==> src/rtl/retire_store_buffer_pkg.sv <==
// Shared types for the retire store buffer: bus command codes, access sizes, entry layout, FSM states.
package retire_store_buffer_pkg;

  localparam int XLEN = 32;

  typedef enum logic [1:0] {
    BUS_NONE  = 2'h0,
    BUS_LOAD  = 2'h1,
    BUS_STORE = 2'h2
  } BUS_COMMAND;

  typedef enum logic [1:0] {
    BYTE   = 2'h0,
    HALF   = 2'h1,
    WORD   = 2'h2,
    DOUBLE = 2'h3
  } MEM_SIZE;

  typedef struct packed {
    MEM_SIZE         size;
    logic [XLEN-1:0] addr;
    logic [XLEN-1:0] data;
  } SB_ENTRY;

  typedef enum logic {
    SB_IDLE  = 1'b0,
    SB_DRAIN = 1'b1
  } SB_STATE;

endpackage

==> src/rtl/retire_store_buffer_sb_entry_fifo.sv <==
// DEPTH x SB_ENTRY circular buffer; head entry visible the cycle after its push.
// Caller must not push when full nor pop when empty; entries are exported when SB_LOAD_FWD_EN is defined.
module retire_store_buffer_sb_entry_fifo
  import retire_store_buffer_pkg::*;
#(
  parameter int DEPTH = 8,
  localparam int PTR_W = $clog2(DEPTH),
  localparam int CNT_W = $clog2(DEPTH + 1)
) (
  input  logic             clock,
  input  logic             reset_n,
  input  logic             push,
  input  SB_ENTRY          push_entry,
  input  logic             pop,
  output SB_ENTRY          head_entry,
  output logic [CNT_W-1:0] count,
  output logic             full,
  output logic             empty
`ifdef SB_LOAD_FWD_EN
  ,
  output SB_ENTRY          entries [DEPTH],
  output logic [PTR_W-1:0] head
`endif
);

  SB_ENTRY          mem [DEPTH];
  logic [PTR_W-1:0] head_ptr;
  logic [PTR_W-1:0] tail_ptr;

  always_ff @(posedge clock or negedge reset_n) begin
    if (!reset_n) begin
      head_ptr <= '0;
      tail_ptr <= '0;
      count    <= '0;
    end else begin
      if (push) tail_ptr <= tail_ptr + 1'b1;
      if (pop)  head_ptr <= head_ptr + 1'b1;
      case ({push, pop})
        2'b10:   count <= count + 1'b1;
        2'b01:   count <= count - 1'b1;
        default: count <= count;
      endcase
    end
  end

  // Payload storage needs no reset: occupancy alone says which slots are live.
  always_ff @(posedge clock) begin
    if (push) mem[tail_ptr] <= push_entry;
  end

  assign head_entry = mem[head_ptr];
  assign full       = (count == CNT_W'(DEPTH));
  assign empty      = (count == '0);

`ifdef SB_LOAD_FWD_EN
  assign entries = mem;
  assign head    = head_ptr;
`endif

endmodule

==> src/rtl/retire_store_buffer.sv <==
// Retire-side committed-store buffer draining in order to the Dmem port, yielding to loads.
// Latency: enqueue at N -> BUS_STORE at N+2 when empty; drain holds while dmem_port_busy or no response.
// Optional macro SB_LOAD_FWD_EN adds the youngest-first load forwarding search.
module retire_store_buffer
  import retire_store_buffer_pkg::*;
#(
  parameter int DEPTH = 8,
  localparam int PTR_W = $clog2(DEPTH),
  localparam int CNT_W = $clog2(DEPTH + 1)
) (
  input  logic             clock,
  input  logic             reset_n,
  input  logic [1:0]       st_command,
  input  MEM_SIZE          st_size,
  input  logic [XLEN-1:0]  st_addr,
  input  logic [XLEN-1:0]  st_data,
  output logic             sb_full,
  output logic             sb_empty,
  output logic [CNT_W-1:0] sb_count,
  output logic             sb_overflow,
  input  logic             dmem_port_busy,
  output logic [1:0]       proc2Dmem_command,
  output MEM_SIZE          proc2Dmem_size,
  output logic [XLEN-1:0]  proc2Dmem_addr,
  output logic [XLEN-1:0]  proc2Dmem_data,
  input  logic [3:0]       Dmem2proc_response
`ifdef SB_LOAD_FWD_EN
  ,
  input  logic [XLEN-1:0]  ld_addr,
  input  MEM_SIZE          ld_size,
  output logic             fwd_hit,
  output logic [XLEN-1:0]  fwd_data,
  output logic             fwd_stall
`endif
);

  SB_STATE state, state_nxt;
  SB_ENTRY head_entry;
  logic    push, pop, st_req;

  // Full is judged on the registered count, so a same-cycle pop never makes room.
  assign st_req = (st_command == BUS_STORE);
  assign push   = st_req && !sb_full;

`ifdef SB_LOAD_FWD_EN
  SB_ENTRY          entries [DEPTH];
  logic [PTR_W-1:0] head;
  SB_ENTRY          probe;
`endif

  retire_store_buffer_sb_entry_fifo #(.DEPTH(DEPTH)) u_fifo (
    .clock      (clock),
    .reset_n    (reset_n),
    .push       (push),
    .push_entry ('{size: st_size, addr: st_addr, data: st_data}),
    .pop        (pop),
    .head_entry (head_entry),
    .count      (sb_count),
    .full       (sb_full),
    .empty      (sb_empty)
`ifdef SB_LOAD_FWD_EN
    ,
    .entries    (entries),
    .head       (head)
`endif
  );

  always_ff @(posedge clock or negedge reset_n) begin
    if (!reset_n) begin
      state       <= SB_IDLE;
      sb_overflow <= 1'b0;
    end else begin
      state <= state_nxt;
      if (st_req && sb_full) sb_overflow <= 1'b1;
    end
  end

  always_comb begin
    state_nxt         = state;
    proc2Dmem_command = BUS_NONE;
    pop               = 1'b0;
    case (state)
      SB_IDLE: if (!sb_empty) state_nxt = SB_DRAIN;
      SB_DRAIN: begin
        if (sb_empty) begin
          state_nxt = SB_IDLE;
        end else if (!dmem_port_busy) begin
          proc2Dmem_command = BUS_STORE;
          pop               = (Dmem2proc_response != 4'h0);
          if (pop && !push && sb_count == CNT_W'(1)) state_nxt = SB_IDLE;
        end
      end
      default: state_nxt = SB_IDLE;
    endcase
  end

  assign proc2Dmem_size = head_entry.size;
  assign proc2Dmem_addr = head_entry.addr;
  assign proc2Dmem_data = head_entry.data;

`ifdef SB_LOAD_FWD_EN
  // Walk oldest to youngest so the youngest same-block entry has the final say.
  always_comb begin
    fwd_hit   = 1'b0;
    fwd_stall = 1'b0;
    fwd_data  = '0;
    probe     = '0;
    for (int i = 0; i < DEPTH; i++) begin
      probe = entries[head + PTR_W'(i)];
      if (CNT_W'(i) < sb_count && probe.addr[XLEN-1:3] == ld_addr[XLEN-1:3]) begin
        fwd_hit   = (probe.addr == ld_addr) && (probe.size == ld_size);
        fwd_stall = !fwd_hit;
        fwd_data  = fwd_hit ? probe.data : '0;
      end
    end
  end
`endif

endmodule

==> config.mk <==
export PLATFORM = sky130hd
export DESIGN_NAME = retire_store_buffer
export DESIGN_NICKNAME = d
export VERILOG_FILES = /design/src/rtl/retire_store_buffer_pkg.sv /design/src/rtl/retire_store_buffer_sb_entry_fifo.sv /design/src/rtl/retire_store_buffer.sv
export SDC_FILE = /design/constraint.sdc
export NUM_CORES = 1
export LEC_CHECK = 0
export ABC_AREA = 1
export CAP_MARGIN = 20
export CELL_PAD_IN_SITES_DETAIL_PLACEMENT = 2
export CELL_PAD_IN_SITES_GLOBAL_PLACEMENT = 2
export CORE_AREA = 8 8 242 244
export DETAILED_ROUTE_END_ITERATION = 6
export DIE_AREA = 0 0 250 252
export PLACE_DENSITY = 0.77
export SLEW_MARGIN = 20
export SYNTH_ARGS = -nofsm -noshare
export SYNTH_HDL_FRONTEND = slang
export SYNTH_HIERARCHICAL = 1
export SYNTH_SLANG_ARGS = --single-unit
==> constraint.sdc <==
create_clock -name clock -period 5.1 [get_ports clock]
set_clock_uncertainty 0.15 [all_clocks]
set_input_delay 1.02 -clock clock [delete_from_list [all_inputs] [get_ports clock]]
set_output_delay 1.02 -clock clock [all_outputs]
set_load 0.03 [all_outputs]
==> results of run 1 <==
state kept, by name, summed over array words and instances (netlist names):
signal           cells
u_fifo/head_ptr      3
sb_overflow          1
u_fifo/count         4
u_fifo/mem         528
u_fifo/tail_ptr      3
state                1
worst max-delay path by stage:
stage                               endpoint  slack (ns)  cells past startpoint
final                     proc2Dmem_data[10]        0.55                      7
after detailed placement  proc2Dmem_data[12]        1.19                      7
after global routing      proc2Dmem_data[10]        0.37                      7
after CTS                 proc2Dmem_data[10]        0.46                      7
after global placement     proc2Dmem_data[8]        1.28                      7
after floorplan             u_fifo/mem[0][0]        0.07                      6
metrics by stage:
step / utilization (%) / instances
after floorplan: - / 1591
after global placement: 42.7 / 2372
after detailed placement: 42.7 / 2372
after CTS: 45.8 / 2474
after global routing: 45.8 / 2475
final: 45.8 / 2478
per-layer routing:
metal / part of all wire (%) / wire length, um
met1: 40 / 25600
met2: 53 / 33500
met3: 4.0 / 2500
met4: 2.6 / 1610
met5: 0.046 / 29
critical path: cells and delay by family (launching register included):
| kind | cells | cell delay (ns) |
|---|---|---|
| AOI/OAI and AO/OA | 2 | 0.41 |
| buffers and inverters | 3 | 1.63 |
| DFF | 1 | 0.51 |
| and+or+nand+nor | 2 | 0.18 |
cell usage after synthesis, types with 3 or more instances:
master / count
o21ai_0: 219
nand2_1: 225
inv_2: 3
buf_4: 4
o22ai_1: 132
o21ai_1: 49
nor2_1: 280
clkbuf_1: 47
dfrtp_1: 12
clkbuf_2: 7
buf_2: 32
buf_6: 11
ha_1: 5
inv_1: 16
nand3_1: 4
edfxtp_1: 528
xor2_1: 4
layout make-up:
type	instances	area, um2
clock buffer	66	1460
multi-input combinational	930	4320
timing repair buffer	179	1910
sequential	540	16200
inverter	19	77.6
antenna	4	10.0
clock inverter	36	203
tap	704	881
fill	5297	29600
cells in the final DEF (no fill, tap or decap), types with 2 or more instances in the layout:
cell | netlist | routed
nor2_4 | 0 | 8
o21ai_0 | 219 | 219
inv_1 | 16 | 15
clkinv_1 | 0 | 25
nor2_2 | 2 | 2
o22ai_1 | 132 | 132
nand2_1 | 225 | 225
edfxtp_1 | 528 | 528
dfrtp_1 | 12 | 9
buf_4 | 4 | 15
xnor2_1 | 2 | 2
nand3_1 | 4 | 4
clkinv_2 | 0 | 9
xor2_1 | 4 | 4
a21oi_1 | 2 | 2
o21ai_1 | 49 | 49
clkdlybuf4s50_1 | 0 | 148
nor2_1 | 280 | 272
buf_12 | 0 | 16
dfrtp_4 | 0 | 2
bufinv_16 | 0 | 2
inv_6 | 0 | 2
diode_2 | 0 | 4
inv_2 | 3 | 2
clkbuf_1 | 47 | 9
clkbuf_16 | 0 | 57
ha_1 | 5 | 5
logic make-up (layout without fill, tap and decap cells):
logic type / after synthesis / after routing / share of synthesized area, %
xor+xnor: 6 / 6 / 0.250
flops: 540 / 540 / 76.9
simple gates: 515 / 515 / 9.31
fa+ha+maj: 5 / 5 / 0.298
other cells: 1 / 5 / 0.0178
compound gates: 403 / 403 / 10.4
buf+inv: 121 / 300 / 2.86
power by group through the flow:
stage / Clock, uW / Combinational (uW) / Sequential [uW]
final: 3800 / 6220 / 5450
after global routing: 4040 / 6750 / 5480
after CTS: 3900 / 6350 / 5450
after detailed placement: 0 / 6240 / 5540
after global placement: 0 / 5970 / 5500
after floorplan: 0 / 3790 / 5500
==> flow_metrics.py, run 1 <==
metrics = {
    "outcome": {
        "status": "complete, no violations",
    },
    "synthesis": {
        "ys_async_sr_fraction_pct": 2.22,
        "synth_warnings": 6,
        "synthDistinctLibCells": 27,
        "ys.flop_type": "edfxtp_1",
        "synth_fp_nets": 1671,
        "synthTopCellsByArea": "edfxtp_1, o21ai_0, nor2_1",
        "yosys.area.top_type_share_pct": 75.4,
        "synth_edf_count": 528,
        "ys_ff_latch": 540,
        "ys_seq_area_share_pct": 76.9,
        "syn_area_per_cell_um2": 13.2,
        "synth_largest_area_cell": "edfxtp_1",
        "syn_inst": 1591,
        "netlist_area_mm2": 0.0210,
    },
    "finish": {
        "nNetsFinal": 1806,
        "syn2layout_area_growth_pct": 19.1,
        "fin_area_mm2": 0.0250,
        "drive_gt1_share_pct": 6.67,
    },
    "clock_network": {
        "clk_latency_ns": 0.61,
        "cts_buffer_depth": 3,
        "cts_root_buffer": "clkbuf_16",
        "cts_tree": "yes",
        "post_cts_buffers": 0,
        "cts.repair.resized": 0,
        "cts_buffers": 56,
        "clk_pin_slew_ns": 0.06,
        "cts_hold_buf": 0,
        "cts_sinks": 540,
        "htree_levels": 2,
    },
    "drt": {
        "remaining_drc_errors": 0,
        "wire_per_inst_um": 25.5,
        "wl_um": 63200,
        "viasPerCell": 5.47,
        "ant_nets": 0,
        "dr.pass1.iters": 5,
        "route.vias.total": 13600,
        "drtIter0Drc": 749,
    },
    "placed_design": {
        "dp_hpwl_um": 35100,
        "post_dp_cell_area_mm2": 0.0234,
        "dp_slack_ns": 1.19,
        "port_buffers": 148,
        "place_congestion": 0.692,
    },
    "timing": {
        "min_period_ns": 4.55,
        "timing.slew.headroom_pct": 39.0,
        "finalSetupViolations": 0,
        "worst_slack_ns": 0.550,
        "worstMarginPinSlew_ns": 0.915,
        "fmaxAchievable_mhz": 220,
        "setup_tns_ns": 0,
        "hold_viol": 0,
        "maxSlewViolCount": 0,
        "rsz0062_at_grt": "no",
        "hold_slack_ns": 0.372,
        "finalCritPeriodShare_pct": 89.2,
    },
    "pwr": {
        "swShare_pct": 39.6,
        "p_total_uw": 15500,
        "p_int_uw": 9340,
        "p_clk_share_pct": 24.6,
        "ir_worst_vdd_mv": 0.395,
        "pwr-share-seq_pct": 35.2,
        "p_leak_uw": 0.00832,
        "p_switching_uw": 6130,
        "pwr-share-comb_pct": 40.2,
        "p_per_area_mw_per_mm2": 618,
    },
    "worst_hold_path": {
        "holdPathEnd": "sb_overflow",
        "min_path_type": "flop to flop",
        "holdPathStages": 1,
        "holdCritStartpoint": "sb_overflow",
    },
    "floorplanning": {
        "io_pins": 150,
        "rows": 86,
        "die_area_mm2": 0.0630,
        "die_x_um": 250,
        "core_mm2": 0.0547,
        "fp.dieH_um": 252,
        "start_util_pct": 38.4,
    },
    "setup_path": {
        "r2r_cells": 10,
        "path_cells": "inv_6 -> buf_4 -> o21ai_0 -> o22ai_1 -> nand2_1 -> nand2_1 -> clkdlybuf4s50_1",
        "endpoint_kind": "primary output",
        "startpoint_type": "flop",
        "cp_max_fo": 63,
        "reg2reg_slack_ns": 2.10,
        "startpoint": "u_fifo/head_ptr[0]",
        "crit_slowest_cell": "clkdlybuf4s50_1",
        "crit_required_ns": 3.93,
        "cp_common_cell": "nand2_1",
        "slowest_delay_ns": 0.68,
        "reg2reg_to": "u_fifo/mem[6][48]",
        "arrival_ns": 3.38,
        "crit_type": "flop to primary output",
        "r2r_start": "u_fifo/count[2]",
    },
    "flow_run": {
        "max_cap_violations": 0,
    },
    "global_route": {
        "grt-busiest-layer": "met2",
        "antenna_found_initial": 7,
        "use_met2_pct": 36.7,
        "gr-usage-met3_pct": 3.76,
        "grt_pass1_vias": 15600,
        "grtUsageMet1_pct": 23.1,
        "grt_pass1_wl_um": 96100,
        "grt.overflow.total": 0,
        "grt_max_degree": 195,
        "track_usage_pct": 19.8,
    },
}
Power figures use the tool's default switching activity.
==> run 2, diff against run 1 <==
MAX_ROUTING_LAYER = met4   (was unset)
==> flow_metrics.py, run 2 (synthesis results as in run 1) <==
metrics = {
    "drt": {
        "dr.pass1.iters": 5,
        "wl_um": 63100,
        "drtIter0Drc": 824,
        "viasPerCell": 5.47,
        "wire_per_inst_um": 25.4,
        "ant_nets": 0,
        "remaining_drc_errors": 0,
        "route.vias.total": 13600,
    },
    "worst_hold_path": {
        "min_path_type": "flop to flop",
    },
    "setup_path": {
        "reg2reg_to": "u_fifo/mem[6][48]",
        "arrival_ns": 3.40,
        "cp_max_fo": 96,
        "startpoint": "u_fifo/head_ptr[1]",
        "crit_type": "flop to primary output",
        "endpoint_kind": "primary output",
        "endpoint": "proc2Dmem_data[22]",
        "crit_required_ns": 3.93,
        "startpoint_type": "flop",
        "r2r_start": "u_fifo/count[2]",
        "r2r_cells": 10,
        "reg2reg_slack_ns": 2.09,
    },
    "clock_network": {
        "cts_buffer_depth": 3,
        "post_cts_buffers": 0,
        "htree_levels": 2,
        "cts_root_buffer": "clkbuf_16",
        "clk_latency_ns": 0.61,
        "cts.repair.resized": 0,
        "cts_buffers": 56,
        "cts_tree": "yes",
        "cts_sinks": 540,
        "cts_hold_buf": 0,
        "clk_pin_slew_ns": 0.06,
    },
    "timing": {
        "fmaxAchievable_mhz": 219,
        "maxSlewViolCount": 0,
        "setup_tns_ns": 0,
        "worstMarginPinSlew_ns": 0.911,
        "finalSetupViolations": 0,
        "hold_viol": 0,
        "timing.slew.headroom_pct": 39.3,
        "min_period_ns": 4.57,
        "finalCritPeriodShare_pct": 89.6,
        "rsz0062_at_grt": "no",
        "worst_slack_ns": 0.531,
    },
    "finish": {
        "drive_gt1_share_pct": 6.67,
        "largest-register": "u_fifo/mem",
        "post-route-util_pct": 45.8,
        "nNetsFinal": 1806,
        "largestRegisters": "u_fifo/mem: 528 flops, u_fifo/count: 4 flops",
        "fillCellCount": 5297,
        "multi_input_area_mm2": 0.00432,
        "register_area_mm2": 0.0162,
        "largest_reg_flops": 528,
        "final_common_cell": "edfxtp_1",
        "mostFrequentLayoutCells": "edfxtp_1, nor2_1, nand2_1",
        "syn2layout_area_growth_pct": 19.1,
    },
    "pwr": {
        "p_leak_uw": 0.00832,
        "p_total_uw": 15500,
        "p_per_area_mw_per_mm2": 618,
        "ir_worst_vdd_mv": 0.396,
    },
    "floorplanning": {
        "die_x_um": 250,
        "rows": 86,
        "fp.dieH_um": 252,
        "start_util_pct": 38.4,
        "die_area_mm2": 0.0630,
        "core_mm2": 0.0547,
        "io_pins": 150,
    },
    "global_route": {
        "grt_pass1_vias": 15500,
        "grt_max_degree": 195,
        "grt.overflow.total": 0,
        "grt_pass1_wl_um": 96000,
        "antenna_found_initial": 7,
        "track_usage_pct": 20.4,
    },
    "placed_design": {
        "dp_slack_ns": 1.19,
        "place_congestion": 0.699,
        "dp_hpwl_um": 35100,
        "port_buffers": 148,
    },
    "flow_run": {
        "max_cap_violations": 0,
    },
    "outcome": {
        "status": "complete, no violations",
    },
}
run 2: cell count changes in the layout (fill, tap and decap cells not counted), sizes merged:
| cell | delta |
|---|---|
| diode | +3 |
run 2: area by class of cell:
| type | instances | area share (%) |
|---|---|---|
| sequential | 540 | 64.6 |
| multi-input combinational | 930 | 17.3 |
| timing repair buffer | 179 | 7.65 |
| clock buffer | 66 | 5.83 |
| tap | 704 | 3.52 |
| clock inverter | 36 | 0.810 |
| inverter | 19 | 0.310 |
| antenna | 7 | 0.0700 |
run 2: how the worst min path moves through the flow:
stage	startpoint	to	slack, ns	cells past startpoint
2_1_floorplan	u_fifo/tail_ptr[0]	u_fifo/tail_ptr[0]	0.34	2
3_3_place_gp	sb_overflow	sb_overflow	0.30	1
3_5_place_dp	sb_overflow	sb_overflow	0.36	1
4_1_cts	sb_overflow	sb_overflow	0.38	1
5_1_grt	sb_overflow	sb_overflow	0.38	1
6_report	sb_overflow	sb_overflow	0.37	1
run 2: through the flow:
| step | cells | hold slack (ns) | instance area, um2 |
|---|---|---|---|
| 6_report | 2481 | 0.369 | 25000 |
| 5_1_grt | 2481 | 0.385 | 25000 |
| 4_1_cts | 2474 | 0.378 | 25000 |
| 3_5_place_dp | 2372 | 0.365 | 23400 |
| 3_3_place_gp | 2372 | 0.301 | 23400 |
| 2_1_floorplan | 1591 | 0.342 | 21000 |
run 2: critical path: stages (launching register included):
cell and delay (ns):
dfrtp_4 0.72, clkinv_2 0.15, buf_12 0.33, o21ai_0 0.27, o22ai_1 0.21, nand2_1 0.12, nand2_1 0.14, clkdlybuf4s50_1 0.69
run 2: per-layer routing:
layer / up-vias / part of all wire [%] / GRT usage [%] / routed length, um
li1: 6091 / - / - / -
met3: 112 / 4.0 / 3.67 / 2510
met4: 0 / 2.6 / 6.00 / 1620
met2: 256 / 53 / 36.7 / 33200
met1: 7120 / 41 / 23.1 / 25800
met5: - / 0 / - / 0
run 2: power breakdown:
group | internal [uW] | switching [uW]
Combinational | 1960 | 4260
Sequential | 5250 | 192
Clock | 2120 | 1680
Total | 9340 | 6140
